`src/rtl/mmio_button_input_pkg.sv`:
```
// mmio_button_pkg: shared types and field layout for the button MMIO input path.
//   debounce_state_t : per-channel debounce FSM states
//   *_FIELD          : field index inside mmioWord; bit offset = FIELD*NUM_BUTTONS
package mmio_button_pkg;

  typedef enum logic [1:0] {
    RELEASED     = 2'd0,
    PEND_PRESS   = 2'd1,
    PRESSED      = 2'd2,
    PEND_RELEASE = 2'd3
  } debounce_state_t;

  localparam int STATE_FIELD   = 0;
  localparam int PRESS_FIELD   = 1;
  localparam int RELEASE_FIELD = 2;
  localparam int NUM_FIELDS    = 3;

  function automatic int field_ofs(input int field, input int nbtn);
    return field * nbtn;
  endfunction

endpackage

```
`src/rtl/mmio_button_input_debounce_channel.sv`:
```
// debounce_channel: one button channel -- synchronizer, debounce FSM with
// stable-cycle counter, and sticky press/release event flags.
//   clk_i, rst_ni : clock, async active-low reset
//   btn_ni        : raw active-low button pin (asynchronous)
//   clr_i         : clear both event flags this edge (a same-edge set wins)
//   state_o       : debounced level, 1 = pressed
//   press_o       : sticky press-committed flag
//   release_o     : sticky release-committed flag
module debounce_channel
  import mmio_button_pkg::*;
#(
  parameter int DEBOUNCE_CYCLES = 500000,
  parameter int SYNC_STAGES     = 2
) (
  input  logic clk_i,
  input  logic rst_ni,
  input  logic btn_ni,
  input  logic clr_i,
  output logic state_o,
  output logic press_o,
  output logic release_o
);

  localparam int CW = $clog2(DEBOUNCE_CYCLES + 1);
  localparam logic [CW-1:0] LAST = CW'(DEBOUNCE_CYCLES - 1);
  localparam logic [CW-1:0] ONE  = CW'(1);

  // Reset to all ones: an idle active-low pin reads as released.
  logic [SYNC_STAGES-1:0] sync_q;
  logic                   p;

  always_ff @(posedge clk_i or negedge rst_ni) begin
    if (!rst_ni) sync_q <= '1;
    else         sync_q <= {sync_q[SYNC_STAGES-2:0], btn_ni};
  end

  assign p = ~sync_q[SYNC_STAGES-1];

  debounce_state_t state_q;
  logic [CW-1:0]   cnt_q;
  logic            level_q, press_q, release_q;

  always_ff @(posedge clk_i or negedge rst_ni) begin
    if (!rst_ni) begin
      state_q   <= RELEASED;
      cnt_q     <= '0;
      level_q   <= 1'b0;
      press_q   <= 1'b0;
      release_q <= 1'b0;
    end else begin
      // Clear first; a commit below on the same edge overrides it.
      if (clr_i) begin
        press_q   <= 1'b0;
        release_q <= 1'b0;
      end
      case (state_q)
        RELEASED: if (p) begin
          if (DEBOUNCE_CYCLES == 1) begin
            state_q <= PRESSED;
            level_q <= 1'b1;
            press_q <= 1'b1;
          end else begin
            state_q <= PEND_PRESS;
            cnt_q   <= ONE;
          end
        end
        PEND_PRESS: begin
          if (!p) begin
            state_q <= RELEASED;  // glitch discarded, no flag
            cnt_q   <= '0;
          end else if (cnt_q == LAST) begin
            state_q <= PRESSED;
            cnt_q   <= '0;
            level_q <= 1'b1;
            press_q <= 1'b1;
          end else begin
            cnt_q <= cnt_q + ONE;
          end
        end
        PRESSED: if (!p) begin
          if (DEBOUNCE_CYCLES == 1) begin
            state_q   <= RELEASED;
            level_q   <= 1'b0;
            release_q <= 1'b1;
          end else begin
            state_q <= PEND_RELEASE;
            cnt_q   <= ONE;
          end
        end
        PEND_RELEASE: begin
          if (p) begin
            state_q <= PRESSED;
            cnt_q   <= '0;
          end else if (cnt_q == LAST) begin
            state_q   <= RELEASED;
            cnt_q     <= '0;
            level_q   <= 1'b0;
            release_q <= 1'b1;
          end else begin
            cnt_q <= cnt_q + ONE;
          end
        end
        default: begin
          state_q <= RELEASED;
          cnt_q   <= '0;
        end
      endcase
    end
  end

  assign state_o   = level_q;
  assign press_o   = press_q;
  assign release_o = release_q;

endmodule

```
`src/rtl/mmio_button_input.sv`:
```
// mmio_button_input: conditions raw active-low buttons into a 32-bit MMIO
// input word with debounced levels and sticky press/release flags.
//   clock, notReset : clock, async active-low reset
//   notButton       : raw active-low button pins
//   clearWrite      : one-cycle strobe clearing flags chosen by clearMask
//   clearMask       : bit i clears pressFlag[i] and releaseFlag[i]
//   buttonState     : debounced levels (1 = pressed)
//   pressFlag       : sticky press events
//   releaseFlag     : sticky release events
//   mmioWord        : {0, releaseFlag, pressFlag, buttonState}
module mmio_button_input
  import mmio_button_pkg::*;
#(
  parameter int NUM_BUTTONS     = 4,
  parameter int DEBOUNCE_CYCLES = 500000,
  parameter int SYNC_STAGES     = 2
) (
  input  logic                   clock,
  input  logic                   notReset,
  input  logic [NUM_BUTTONS-1:0] notButton,
  input  logic                   clearWrite,
  input  logic [NUM_BUTTONS-1:0] clearMask,
  output logic [NUM_BUTTONS-1:0] buttonState,
  output logic [NUM_BUTTONS-1:0] pressFlag,
  output logic [NUM_BUTTONS-1:0] releaseFlag,
  output logic [31:0]            mmioWord
);

  if (NUM_FIELDS * NUM_BUTTONS > 32 || NUM_BUTTONS < 1) begin : g_bad_nbtn
    $error("mmio_button_input: NUM_BUTTONS must satisfy 1 <= 3*NUM_BUTTONS <= 32");
  end
  if (DEBOUNCE_CYCLES < 1) begin : g_bad_deb
    $error("mmio_button_input: DEBOUNCE_CYCLES must be >= 1");
  end
  if (SYNC_STAGES < 2) begin : g_bad_sync
    $error("mmio_button_input: SYNC_STAGES must be >= 2");
  end

  localparam int ST_OFS  = field_ofs(STATE_FIELD,   NUM_BUTTONS);
  localparam int PR_OFS  = field_ofs(PRESS_FIELD,   NUM_BUTTONS);
  localparam int RL_OFS  = field_ofs(RELEASE_FIELD, NUM_BUTTONS);

  logic [NUM_BUTTONS-1:0] clr;
  assign clr = clearWrite ? clearMask : '0;

  for (genvar i = 0; i < NUM_BUTTONS; i++) begin : g_ch
    debounce_channel #(
      .DEBOUNCE_CYCLES (DEBOUNCE_CYCLES),
      .SYNC_STAGES     (SYNC_STAGES)
    ) u_ch (
      .clk_i     (clock),
      .rst_ni    (notReset),
      .btn_ni    (notButton[i]),
      .clr_i     (clr[i]),
      .state_o   (buttonState[i]),
      .press_o   (pressFlag[i]),
      .release_o (releaseFlag[i])
    );
  end

  // Pure pack of registered outputs; no added latency.
  always_comb begin
    mmioWord = '0;
    mmioWord[ST_OFS +: NUM_BUTTONS] = buttonState;
    mmioWord[PR_OFS +: NUM_BUTTONS] = pressFlag;
    mmioWord[RL_OFS +: NUM_BUTTONS] = releaseFlag;
  end

endmodule

```
`config.mk`:
```
export PLATFORM = sky130hd
export DESIGN_NAME = mmio_button_input
export DESIGN_NICKNAME = d
export VERILOG_FILES = /design/src/rtl/mmio_button_input_pkg.sv /design/src/rtl/mmio_button_input_debounce_channel.sv /design/src/rtl/mmio_button_input.sv
export SDC_FILE = /design/constraint.sdc
export NUM_CORES = 1
export LEC_CHECK = 0
export CAP_MARGIN = 20
export CORE_MARGIN = 5
export CORE_UTILIZATION = 35
export DETAILED_ROUTE_END_ITERATION = 10
export HOLD_SLACK_MARGIN = 0.12
export SETUP_SLACK_MARGIN = 0.4
export SLEW_MARGIN = 15
export SYNTH_ARGS = -nofsm -noshare
export SYNTH_HDL_FRONTEND = slang
export SYNTH_HIERARCHICAL = 1
export SYNTH_SLANG_ARGS = --single-unit
```
`constraint.sdc`:
```
create_clock -name clock -period 2 [get_ports clock]
set_clock_uncertainty 0.2 [all_clocks]
set_input_delay 0.5 -clock clock [delete_from_list [all_inputs] [get_ports clock]]
set_output_delay 0.5 -clock clock [all_outputs]
set_load 0.005 [all_outputs]
```
After elaboration in Yosys (flattened, before gate mapping)
Cells that the tools add are included.
{"block": "totals", "n_memories": 0, "register_bits": 104, "rom_bits": 0, "ram_bits": 0, "elab_cells": 201, "output_inout_bits": 44, "input_bits": 11, "latchBits": 0}
{"block": "op_classes", "div": 0, "mux": 105, "eq_ne": 48, "n_bitwise": 0, "n_reduce_logical": 20, "mul": 0, "add_sub_neg": 4, "order_cmp": 0, "n_shift": 0}
{"cell": "2-to-1 mux 19 bit", "count": 20}
{"cell": "one-hot mux 19 bit (4 select lines)", "count": 4}
{"cell": "adder 19 x 1 -> 19 bit (second input constant)", "count": 4}
{"cell": "== test 19 bit (second input constant)", "count": 4}
{"cell": "2-to-1 mux 1 bit", "count": 48}
{"cell": "2-to-1 mux 2 bit", "count": 24}
{"cell": "!= test 2 x 1 -> 1 bit (second input constant)", "count": 16}
{"cell": "one-hot mux 2 bit (4 select lines)", "count": 4}
{"cell": "AND reduction 5 bit", "count": 4}
{"cell": "== test 2 bit (second input constant)", "count": 8}
{"cell": "!= test 2 bit (second input constant)", "count": 8}
{"cell": "AND reduction 4 bit", "count": 4}
{"cell": "!= test 3 x 1 -> 1 bit (second input constant)", "count": 4}
{"cell": "!= test 3 bit (second input constant)", "count": 4}
{"cell": "== test 2 x 1 -> 1 bit (second input constant)", "count": 4}
{"cell": "zero test 2 bit", "count": 4}
{"cell": "one-hot mux 1 bit (2 select lines)", "count": 4}
{"cell": "AND reduction 2 bit", "count": 4}
{"cell": "nonzero test 2 bit", "count": 4}
{"cell": "2-to-1 mux 4 bit", "count": 1}

Longest topological paths before layout
{"block": "logic_depth", "ltp_word": 5, "depth_mapped": 7, "depth_no_buf": 6}

Modules after synthesis
The synthesis kept the hierarchy.
{"mod": "debounce_channel (g_ch[1].u_ch ...)", "seq_area_each_um2": 653.1, "cells_each": 144, "area_each_um2": 1348.8, "instances": 2}
{"mod": "debounce_channel (g_ch[0].u_ch)", "seq_area_each_um2": 653.1, "cells_each": 156, "area_each_um2": 1505.2, "instances": 1}
{"mod": "debounce_channel (g_ch[3].u_ch)", "seq_area_each_um2": 653.1, "cells_each": 139, "area_each_um2": 1356.3, "instances": 1}
{"mod": "mmio_button_input", "seq_area_each_um2": 0.0, "cells_each": 37, "area_each_um2": 269.0, "instances": 1}

Least setup slack after synthesis
No wires, ideal clock.
{"block": "synth_path", "kind": "register to register", "from": "register g_ch[0].u_ch.cnt_q[0]", "to": "register g_ch[0].u_ch.level_q", "required_time_ns": 1.676, "path_stages_with_launch": 6, "setup_slack_ns": -0.077, "t_arrival_ns": 1.754, "n_path_buf": 0, "setup_ns": 0.124, "synth_period_minus_slack_ns": 2.077, "cell_sequence": "dfrtp_1 > ha_1 > nor4b_1 > nand4b_2 > or2_2 > a211o_1"}
{"block": "synth_via", "elab_chain_len": 3, "word_cells_on_any_way": 4, "classes_between": "3 x eq/ne; 1 x reduce/logical"}
{"element": "start: declaration", "line": "mmio_button_input_debounce_channel.sv:40", "rtl": "logic [CW-1:0] cnt_q;"}
{"element": "start signal: assignment", "line": "mmio_button_input_debounce_channel.sv:77", "rtl": "cnt_q <= cnt_q + ONE;"}
{"element": "start signal: assignment", "line": "mmio_button_input_debounce_channel.sv:100", "rtl": "cnt_q <= cnt_q + ONE;"}
{"element": "== test 19 bit *", "line": "mmio_button_input_debounce_channel.sv:71, mmio_button_input_debounce_channel.sv:94"}
{"element": "!= test 2 x 1 -> 1 bit (no line)"}
{"element": "AND reduction 5 bit (no line) *"}
{"element": "end signal: assignment", "line": "mmio_button_input_debounce_channel.sv:74", "rtl": "level_q <= 1'b1;"}
{"element": "end signal: assignment", "line": "mmio_button_input_debounce_channel.sv:83", "rtl": "level_q <= 1'b0;"}
{"element": "end signal: assignment", "line": "mmio_button_input_debounce_channel.sv:97", "rtl": "level_q <= 1'b0;"}
{"element": "end: declaration", "line": "mmio_button_input_debounce_channel.sv:41", "rtl": "logic level_q, press_q, release_q;"}
Every way passes the cells marked *; elsewhere a longest branch is shown, timed or not.
A chain may end at the register's enable or synchronous reset.

Worst setup path after layout
{"block": "layout_path", "from": "register g_ch[3].u_ch.cnt_q[14]", "to": "register g_ch[3].u_ch.cnt_q[18]"}
{"block": "layout_via", "elab_chain_len": 4, "word_cells_on_any_way": 6, "classes_between": "1 x add/sub; 1 x eq/ne; 4 x mux"}
{"element": "start: declaration", "line": "mmio_button_input_debounce_channel.sv:40"}
{"element": "start signal: assignment", "line": "mmio_button_input_debounce_channel.sv:77"}
{"element": "start signal: assignment", "line": "mmio_button_input_debounce_channel.sv:100"}
{"element": "adder 19 x 1 -> 19 bit / == test 19 bit (equally long branches)"}
{"element": "2-to-1 mux 19 bit *", "line": "mmio_button_input_debounce_channel.sv:71, mmio_button_input_debounce_channel.sv:94"}
{"element": "2-to-1 mux 19 bit, on equally long branches", "line": "mmio_button_input_debounce_channel.sv:91, mmio_button_input_debounce_channel.sv:68"}
{"element": "one-hot mux 19 bit (4 select lines) *", "line": "mmio_button_input_debounce_channel.sv:56", "rtl": "case (state_q)"}
Marked as above.

==> metrics.md <==
| Metric | Value |
|---|---|
| Status | `complete, but fails checks` |
| Violated checks | `setup timing` |
| Hold Vio Cnt, Final | `0` |
| Unrepaired setup endpoints after global routing | `yes` |
| Sequential Area | `around 2600 µm²` |
| Final-report max-slew violation count | `0` |
| CP startpoint kind | `flip-flop` |
| Placed Area | `7170 µm²` |
| DIE AREA | `just under 20000 µm²` |
| Clk buf depth | `2` |
| Layout Utilization | `about three fifths` |
| Worst Setup Slack, final | `-0.144 ns` |
| Worst-path cell chain | `or4b_4 -> nor4_4 -> buf_4 -> a21oi_4 -> a32o_1 -> a21o_1` |
| Final nets | `876` |
| HP Class | `flip-flop to flip-flop` |
| Synthesized instance count | `620` |
| Synthesis-stage register bit count | `104` |
| Max Freq | `467 MHz` |
| Worst flop-to-flop path startpoint | `g_ch[3].u_ch/cnt_q[14]` |
| Total chip power | `a little under 9 mW` |
| Most frequent cells in the layout | `buf_4 (129), buf_6 (100), dfrtp_1 (78)` |
| Leak | `4.28 nW` |
| Global placement routability congestion | `a little over 0.8` |
| Mean Syn Cell Area | `between 9 and 10 µm²` |
| FP Rows | `47` |
| Distinct cells, synth | `73` |
| DP Cell Count | `between 900 and 1000` |
| Share of cells above drive strength 1 | `a little over half` |
| Antenna Nets Post-Route | `0` |
| Slowest CP cell | `or4b_4` |
| Cells on Worst Hold Path | `0` |
| IO Pins | `55` |
| Drt pass-1 iters | `5` |
| Area of the multi-input gates | `around 3900 µm²` |
| Final Critical Period | `about 2.1 ns` |
| Maxcap violations | `0` |
| Commonest non-fill, non-tap cell in the layout | `buf_4` |
| Worst skew pair latency | `between 0.3 and 0.4 ns` |
| Worst hold endpoint | `g_ch[0].u_ch/sync_q[1]` |
| CTS Sinks | `between 100 and 150` |
| GR Util All Layers | `approximately 18%` |
| Clock share of power | `19.2%` |
| Detailed-placement wirelength estimate | `about 10000 µm` |
| Async set-or-reset flop fraction in the synthesized netlist | `100%` |
| Filler-free cell count of the finished design | `~1100` |
| Total Wirelength | `18200 µm` |
| Critical path class | `flip-flop to flip-flop` |
| Main flop type after synthesis | `dfrtp_1` |
| Sw Share | `37.4%` |
| First DRT Iteration DRCs | `351` |
| Post-route cell area | `roughly 9600 µm²` |
| Critical Path RT | `about 2.0 ns` |
| DIE WIDTH | `~140 µm` |
| Register area share after synthesis | `roughly 45%` |
| Number of antenna violations at the first check in global routing | `0` |
| Slew @ Worst Pin | `slightly below 0.6 ns` |
| R2R setup slack | `-0.14 ns` |
| Number of synthesized flops with an enable pin | `0` |
| Placement Setup Slack | `-0.263 ns` |
| Fin crit share | `107%` |
| P_int | `between 5 and 6 mW` |
| Yosys synthesis warning count | `6` |
| CP Data Arrival Time | `2.19 ns` |
| CTS root buffer | `clkbuf_16` |
| Diodes inserted | `0` |
| Drt drc | `0` |
| NetSw | `3.26 mW` |
| Vias in the first global route | `a little under 6000` |
| Slew HR | `60.1%` |
| Hold path startpoint | `g_ch[0].u_ch/sync_q[0]` |
| Worst path max stage delay | `between 0.5 and 0.6 ns` |
| WL/cell | `between 15 and 20 µm` |
| Die height | `~140 µm` |
| Vias per Instance | `roughly 5.4` |
| Critical-path maximum fanout | `7` |
| # fillers | `1316` |
| Worst-path clk slew | `0.07 ns` |
| Reg power frac | `~30%` |
| R2r endpoint | `g_ch[3].u_ch/cnt_q[18]` |
| Total clock buffers created by CTS | `9` |
| Worst vdd rail ir drop | `around 0.64 mV` |
| # setup viols final | `23` |
| CTS tree | `yes` |
| Core area | `about 16000 µm²` |
| Buffers & Inverters on Critical Path | `1` |
| Layout area overhead | `64.3%` |
| Synth Cell Area | `5830 µm²` |
| Comb pwr share | `between 50% and 60%` |
| H-tree levels | `3` |
| First-pass GRT wire length | `28700 µm` |
| R2R depth | `6` |
| CP top delay family | `simple AND/OR/NAND/NOR gates` |
| IO Port Bufs | `34` |
| Initial core utilization | `35.4%` |
| Worst setup EP type | `flip-flop` |
| Largest net degree at the start of global routing | `30` |
| PwrDens | `911 nW/µm²` |
| Grt total ovfl | `0` |
| Routed vias | `~5900` |
[repair_timing]
| item | in CTS | in global routing |
|---|---|---|
| setup endpoints to repair | 118 | 119 |
| hold buffers | 1 | 0 |
| gates cloned | 4 | 0 |
| pin swaps | 65 | 55 |
| endpoints found under the hold margin | 23 | 0 |
| gates resized for setup | 301 | 81 |
| buffers inserted | 80 | 47 |
[power groups by stage]
stage	Clock, mW	Combinational (mW)	Sequential [mW]
2_1_floorplan	0	1.88	2.50
3_3_place_gp	0	2.48	2.54
3_5_place_dp	0	2.56	2.55
4_1_cts	1.72	3.80	2.55
5_1_grt	1.82	4.74	2.62
6_report	1.68	4.46	2.59
[sequential cells by signal, summed over array words and instances (netlist names), named ones only]
signal               count
g_ch.u_ch/sync_q         8
g_ch.u_ch/state_o        4
g_ch.u_ch/press_o        4
g_ch.u_ch/cnt_q         76
g_ch.u_ch/release_o      4
g_ch.u_ch/state_q        4
[worst max-delay path by stage]
stage,start,to,slack (ns),cells past startpoint
final,g_ch[3].u_ch/cnt_q[14],g_ch[3].u_ch/cnt_q[18],-0.14,6
after global routing,g_ch[3].u_ch/cnt_q[14],g_ch[3].u_ch/cnt_q[18],-0.23,6
after CTS,g_ch[3].u_ch/cnt_q[14],g_ch[3].u_ch/cnt_q[18],-0.1,6
after detailed placement,g_ch[3].u_ch/cnt_q[0],g_ch[3].u_ch/cnt_q[13],-0.26,7
after global placement,g_ch[3].u_ch/cnt_q[0],g_ch[3].u_ch/cnt_q[13],-0.20,7
after floorplan,g_ch[3].u_ch/cnt_q[12],g_ch[3].u_ch/cnt_q[17],-0.02,6
[stage by stage]
| step | TNS (ns) | hold slack, ns |
|---|---|---|
| floorplan | -0.0479 | 0.00441 |
| global placement | -2.24 | 0.145 |
| detailed placement | -3.79 | 0.147 |
| CTS | -0.722 | 0.157 |
| global route | -3.45 | 0.159 |
| finish | -1.88 | 0.156 |
[synth_stat cells, types with 9 or more instances]
master / number / share of area, %
dfrtp_1: 96 / 41
nand2_1: 62 / 4.0
nand3_1: 44 / 3.8
a21oi_1: 39 / 3.3
buf_4: 35 / 4.5
o21ai_0: 35 / 3.0
inv_1: 30 / 1.9
nor2_1: 21 / 1.4
a31oi_1: 16 / 1.7
a21o_1: 15 / 1.9
nand4_1: 15 / 1.6
nor3_1: 12 / 1.0
o211ai_1: 11 / 1.4
and2_1: 10 / 1.1
or3_1: 10 / 1.1
or4_1: 9 / 1.2
[worst register-to-register path, delay by kind of cell, from the launching register on]
family,cells,cell delay [ns]
DFF,1,0.40
buffers and inverters,1,0.18
and+or+nand+nor,2,0.78
AOI/OAI and AO/OA,3,0.48
[final cells by class]
cell class,instances,share of cell area [%]
multi-input cells,457,40.3
flip-flops and latches,104,27.5
repair buffers,259,25.3
well taps,220,2.88
clock buffers,13,2.61
inverters,30,1.18
clock inverters,3,0.209
[per-layer routing]
metal / global-route usage, % / vias up / part of all wire (%)
met2: 29.4 / 159 / 51
met4: 6.23 / 0 / 2.0
li1: - / 2752 / -
met5: 0 / - / 0
met1: 23.1 / 2931 / 43
met3: 3.55 / 38 / 5.0
[cell families (layout without fill, tap and decap cells)]
group,after synthesis,count (layout),synth area share [%]
mux,9,9,1.57
flops,104,104,44.8
xor+xnor,8,8,1.33
compound gates,168,170,19.1
simple gates,246,246,24.4
buf+inv,80,305,7.90
fa+ha+maj,4,4,0.859
other cells,1,20,0.0643
No activity file was read; power rests on OpenSTA's default activity.
